## src/rtl/rast_hit_merge.sv

```systemverilog
// Merges two rasterizer hit ports into one in-order valid/ready stream through a shared circular buffer.
// Optional hit/drop statistics counters are enabled by defining RAST_HIT_MERGE_STATS_EN.
module rast_hit_merge #(
  parameter int SIGFIG = 24,
  parameter int AXIS   = 3,
  parameter int COLORS = 3,
  parameter int DEPTH  = 8
) (
  input  logic                            clk,
  input  logic                            rst,
  input  logic signed [SIGFIG*AXIS-1:0]   hit_R18S,
  input  logic        [SIGFIG*COLORS-1:0] color_R18U,
  input  logic                            hit_valid_R18H,
  input  logic signed [SIGFIG*AXIS-1:0]   hit_R18S2,
  input  logic        [SIGFIG*COLORS-1:0] color_R18U2,
  input  logic                            hit_valid_R18H2,
  output logic signed [SIGFIG*AXIS-1:0]   hit_R19S,
  output logic        [SIGFIG*COLORS-1:0] color_R19U,
  output logic                            hit_valid_R19H,
  input  logic                            hit_ready_R19H,
  output logic                            almost_full_R19H,
  output logic                            overflow_R19H
`ifdef RAST_HIT_MERGE_STATS_EN
  ,
  output logic [31:0]                     hit_count_R19U,
  output logic [31:0]                     drop_count_R19U
`endif
);

  localparam int HW = SIGFIG * AXIS;
  localparam int CLW = SIGFIG * COLORS;
  localparam int EW = HW + CLW;
  localparam int AW = $clog2(DEPTH);
  localparam int CW = AW + 1;

  logic [EW-1:0] mem_q [DEPTH];
  logic [AW-1:0] wr_ptr_q, wr_ptr_d;
  logic [AW-1:0] rd_ptr_q, rd_ptr_d;
  logic [AW-1:0] wr_addr2;
  logic [CW-1:0] count_q, count_d;
  logic [CW-1:0] free;
  logic          almost_full_q;
  logic          overflow_q;
  logic          store1, store2, pop;
  logic [1:0]    n_push, n_stored, n_drop;

  // Free space is judged on the pre-pop count: a pop never makes room for a same-cycle push.
  always_comb begin
    free     = CW'(DEPTH) - count_q;
    store1   = hit_valid_R18H && (free != '0);
    store2   = hit_valid_R18H2 && (hit_valid_R18H ? (free >= CW'(2)) : (free != '0));
    n_push   = {1'b0, hit_valid_R18H} + {1'b0, hit_valid_R18H2};
    n_stored = {1'b0, store1} + {1'b0, store2};
    n_drop   = n_push - n_stored;
    wr_addr2 = hit_valid_R18H ? wr_ptr_q + AW'(1) : wr_ptr_q;
    pop      = (count_q != '0) && hit_ready_R19H;
    wr_ptr_d = wr_ptr_q + AW'(n_stored);
    rd_ptr_d = rd_ptr_q + AW'(pop);
    count_d  = count_q + CW'(n_stored) - CW'(pop);
  end

  always_ff @(posedge clk) begin
    if (rst) begin
      wr_ptr_q      <= '0;
      rd_ptr_q      <= '0;
      count_q       <= '0;
      almost_full_q <= 1'b0;
      overflow_q    <= 1'b0;
    end else begin
      wr_ptr_q      <= wr_ptr_d;
      rd_ptr_q      <= rd_ptr_d;
      count_q       <= count_d;
      almost_full_q <= (count_d >= CW'(DEPTH - 2));
      overflow_q    <= overflow_q | (n_drop != 2'd0);
    end
  end

  // NOTE: storage has no reset; entries are only ever read once count says they were written.
  always_ff @(posedge clk) begin
    if (!rst) begin
      if (store1) mem_q[wr_ptr_q] <= {hit_R18S, color_R18U};
      if (store2) mem_q[wr_addr2] <= {hit_R18S2, color_R18U2};
    end
  end

  assign hit_valid_R19H   = (count_q != '0);
  assign almost_full_R19H = almost_full_q;
  assign overflow_R19H    = overflow_q;
  assign {hit_R19S, color_R19U} = hit_valid_R19H ? mem_q[rd_ptr_q] : '0;

`ifdef RAST_HIT_MERGE_STATS_EN
  logic [31:0] hit_cnt_q, drop_cnt_q;

  function automatic logic [31:0] sat_add(input logic [31:0] a, input logic [1:0] b);
    logic [32:0] s;
    s = {1'b0, a} + 33'(b);
    return s[32] ? 32'hFFFF_FFFF : s[31:0];
  endfunction

  always_ff @(posedge clk) begin
    if (rst) begin
      hit_cnt_q  <= '0;
      drop_cnt_q <= '0;
    end else begin
      hit_cnt_q  <= sat_add(hit_cnt_q, n_stored);
      drop_cnt_q <= sat_add(drop_cnt_q, n_drop);
    end
  end

  assign hit_count_R19U  = hit_cnt_q;
  assign drop_count_R19U = drop_cnt_q;
`endif

endmodule

```

## config.mk

```make
export PLATFORM = sky130hd
export DESIGN_NAME = rast_hit_merge
export DESIGN_NICKNAME = d
export VERILOG_FILES = /design/src/rtl/rast_hit_merge.sv
export SDC_FILE = /design/constraint.sdc
export NUM_CORES = 2
export LEC_CHECK = 0
export CORE_UTILIZATION = 60
export DETAILED_ROUTE_END_ITERATION = 10
export PLACE_DENSITY = 0.81
export SETUP_SLACK_MARGIN = 0.3
export SLEW_MARGIN = 20
export SYNTH_ARGS = -nofsm -noshare
export SYNTH_HDL_FRONTEND = slang
export SYNTH_SLANG_ARGS = --single-unit
```

## constraint.sdc

```tcl
create_clock -name clk -period 26.1 [get_ports clk]
set_input_delay 5.22 -clock clk [delete_from_list [all_inputs] [get_ports clk]]
set_output_delay 5.22 -clock clk [all_outputs]
set_load 0.01 [all_outputs]
```

# Word-level counts from Yosys, hierarchy flattened
# Memory sizes are Yosys's and may differ from the RTL's. A register that Yosys moved wholly into a read port is not among the register bits.
# Cells that the tools add are included.
# word_totals
mem_bits_rw,1152
input_bits,293
n_memories,1
register_bits,12
latch_bits,0
mem_bits_ro,0
# mem_list
name,words,word_bits,rd,rd_ports_with_merged_regs,write_ports,line,rtl
mem_q,8,144,1,1,2,36,logic [EW-1:0] mem_q [DEPTH];
# classes
n_addsub,9
reduce_logical,6
div_mod_pow,0
n_mul,0
n_eq_ne,0
n_bitwise,1
n_lt_le_gt_ge,2
shift,0
muxes,10
# op_table
op,n
$mux 144,1
$reduce_bool 4->1,2
$mux 1,7
$mux 3,2
$add 1x1->2,2
$add 4x2->4,1
$ge 4x2->1 const B,1
$ge 4x3->1 const B,1
$sub 4x1->4,1
$sub 4x4->4 const A,1
$add 3x1->3,1
$add 3x1->3 const B,1
$add 3x2->3,1
$logic_and 1x1->1,3
$reduce_bool 2->1,1
$sub 2x2->2,1
$or 1x1->1,1

# Logic depth before layout (Yosys ltp)
# logic_depth
depth_word,8
mapped_depth,15
ltp_nobuf,15

# Worst setup path before layout
# OpenSTA, ideal clock, no wires.
# synth_path
kind,input port to flip-flop
startpoint,in hit_valid_R18H
endpoint,"mem mem_q[1][0] (netlist bit), enable pin"
n_path_buf,1
arrival_ns,15.881
cell_stages,5
path_slack_ns,9.373
cell_sequence,buf_2 -> inv_1 -> a31oi_1 -> nand3b_1 -> o21ai_0
# synth_lines
element,line,rtl
"start, declared",13,"input logic hit_valid_R18H,"
"end, declared",36,

==> metrics.txt <==
status=finished, final reports clean; crit path cell chain=buf_12 > buf_6 > buf_4 > buf_4 > mux4_2 > mux2i_1 > nor2_1 > clkdlybuf4s50_1; final hold vios=0; port bufs=between 400 and 500; CORE AREA=98560 um^2; Hold Path Class=register to register; power density over the cells=approximately 86 nW/um^2; CP Launch Type=register; Setup CP Type=register to output port; clk_lat worst skew=a little over 700 ps; Hold Path Stages=2; fin worst setup slack=~15000 ps; worst r2r path cells=15; global-route wire length before repair=about 230 mm; gr usage total=between 30% and 40%; Inserted Clock Buffers=about 120; CTS max path bufs=3; WP data arrival=5580 ps; CTS Sinks=1164; GPL Wtd Cong=about 0.78; antenna-violating nets left=0; Synth Net Count=3530; Fillers=6058; Post-synth EDFFs=1152; proportion of layout cells with a drive suffix above 1=45.08%; post-CTS setup buffers=0; count leader, synth=edfxtp_1; top-level I/O count=440; initial DRC count=3013; GRT overflow=0; most frequent cells after synthesis=1152 x edfxtp_1, 760 x mux2_2, 392 x mux2_4, 288 x mux4_2, 152 x nor2_1; Yosys cell types=38; synthesis warning total=0; asr flop ratio synth=0%; DP Area=65110 um^2; number of global-route vias before repair=about 35000; maxcap violations=0; crit-path max cell delay=870 ps; final design utilization=between 70 and 80%; top cell type's share of synthesized area=roughly 58%; DIE HEIGHT=317.8 um; crit path max fanout=50; RSZ-0062 raised after global routing=no; post-synthesis cell area=59840 um^2; register bit count reported by yosys=between 1000 and 1500; slowest CP cell=buf_4; clock skew=about 30 ps; antenna violations before repair=between 50 and 60; max_slew headroom=21.42%; WL/cell=about 30 um; Most Frequent Cell on Critical Path=buf_4; post-route cell area=69040 um^2; largest net degree at the start of global routing=approximately 130; reg2reg setup slack=roughly 21000 ps; Post-Syn Instances=approximately 3200; reg-to-reg startpoint=count_q[0]; Worst Hold End=overflow_R19H; cts repair resizes=0; Tcrit/Tclk final=about two fifths; initial core utilization=around three fifths; Clock Tree Root=clkbuf_16; DP HPWL=between 80 and 90 mm; min-delay src=overflow_R19H; vias per cell=6.482; LEAKAGE=0.02386 uW; CTS tree=done; DR vias=roughly 33000; Nets=3919; hold buffer count at CTS=0; Synth Flop Type=edfxtp_1; crit end category=output port; minimum clock period=roughly 11000 ps; FMAX=between 90 and 100 MHz; Setup TNS=0 ps; dpl ws=around 15000 ps; DRC Markers=0; worst reg2reg endpoint=almost_full_R19H; Reg clk slew, reported paths=roughly 60 ps; Critical Path RT=between 20000 and 25000 ps; DRT Wirelength=152.7 mm; H-tree levels=3; Syn Area/Cell=roughly 19 um^2; Final setup viols=0; die area=~100000 um^2; DR pass1 iterations=5; Least-Margin Pin Slew=roughly 1200 ps; Std-Cell Rows=~120; Worst VDD drop=roughly 77 uV; max-slew violation count=0; share of the yosys chip area belonging to registers=between 50% and 60%; top cell type by total area after synthesis=edfxtp_1; area delta synth->final=15.36%; main area contributors after synthesis=edfxtp_1 58%, mux2_2 14%, mux4_2 11%; Die X=between 300 and 400 um
-- through the flow --
stage	power, uW	hold slack (ps)	cells
after floorplan	3604	510.8	3221
after global placement	4233	489.5	4774
after detailed placement	4275	521.3	4774
after CTS	5930	526.9	4998
after global routing	6103	573.1	5030
final	5908	519.8	5041
-- placed cells by master, fill, tap and decap left out, drive strengths merged, types with 2 or more instances in the layout --
master         count
ha                14
nand2              3
or3                2
mux4             288
clkinv            56
bufinv             9
fa                 2
nor2             152
mux2i            144
clkdlybuf4s50    439
nand2b             3
diode             41
and2               2
a21oi              2
dfxtp             12
inv               16
edfxtp          1152
nor2b              5
nor3b              2
clkinvlp           4
xnor2              5
mux2            1152
xor2               6
o22ai              4
buf               56
nand4             10
clkbuf           154
o21ai             10
-- kinds of logic after synthesis --
group / Yosys count / synth area share (%)
AO/OA/AOI/OAI: 20 / 0.1924
XOR/XNOR: 11 / 0.1610
adder cells (fa/ha/maj): 16 / 0.3596
buffers and inverters: 242 / 2.392
flip-flops: 1164 / 58.21
multiplexers: 1584 / 37.38
AND/OR/NAND/NOR: 184 / 1.307
-- worst max path at each step --
stage	from	end	slack [ps]	cells after the start
after global routing	rd_ptr_q[0]	hit_R19S[36]	14840	8
final	rd_ptr_q[0]	hit_R19S[36]	15300	8
after CTS	rd_ptr_q[0]	hit_R19S[36]	14650	7
after floorplan	hit_valid_R18H	mem_q[1][0]	9370	5
after detailed placement	rd_ptr_q[0]	hit_R19S[36]	15430	7
after global placement	rd_ptr_q[0]	hit_R19S[36]	15440	7
-- layer usage --
metal / wire length [um] / global-route usage, % / vias up
met3: 11580 / 6.088 / 268
met2: 78500 / 52.40 / 1293
met5: 234 / 0 / -
li1: - / - / 13880
met1: 57970 / 37.46 / 17200
met4: 4379 / 10.92 / 38
-- layout make-up --
cell class	count	area [um^2]	area share, %
sequential	1164	34840	50.47
multi-input combinational	1815	23670	34.29
tap	1287	1610	2.333
clock buffer	154	3216	4.658
timing repair buffer	495	4964	7.190
inverter	15	56.30	0.08156
clock inverter	70	569.3	0.8246
antenna	41	102.6	0.1486
-- power breakdown --
part | internal, uW | leakage (uW) | switching, uW
logic | 921 | 0.0115 | 955
registers | 2300 | 0.0105 | 60.7
clock network | 952 | 0.00185 | 717
-- flip-flops by register name (all words and copies together), names as in the netlist --
| name | cells |
|---|---|
| almost_full_R19H | 1 |
| overflow_R19H | 1 |
| count_q | 4 |
| mem_q | 1152 |
| rd_ptr_q | 3 |
| wr_ptr_q | 3 |
-- critical path, delay by kind of cell, from the launching register on --
| family | cells | cell delay (ps) |
|---|---|---|
| buf+inv | 5 | 3070 |
| flops | 1 | 700 |
| mux | 2 | 850 |
| simple gates | 1 | 70 |
(Power assumes the default switching activity.)
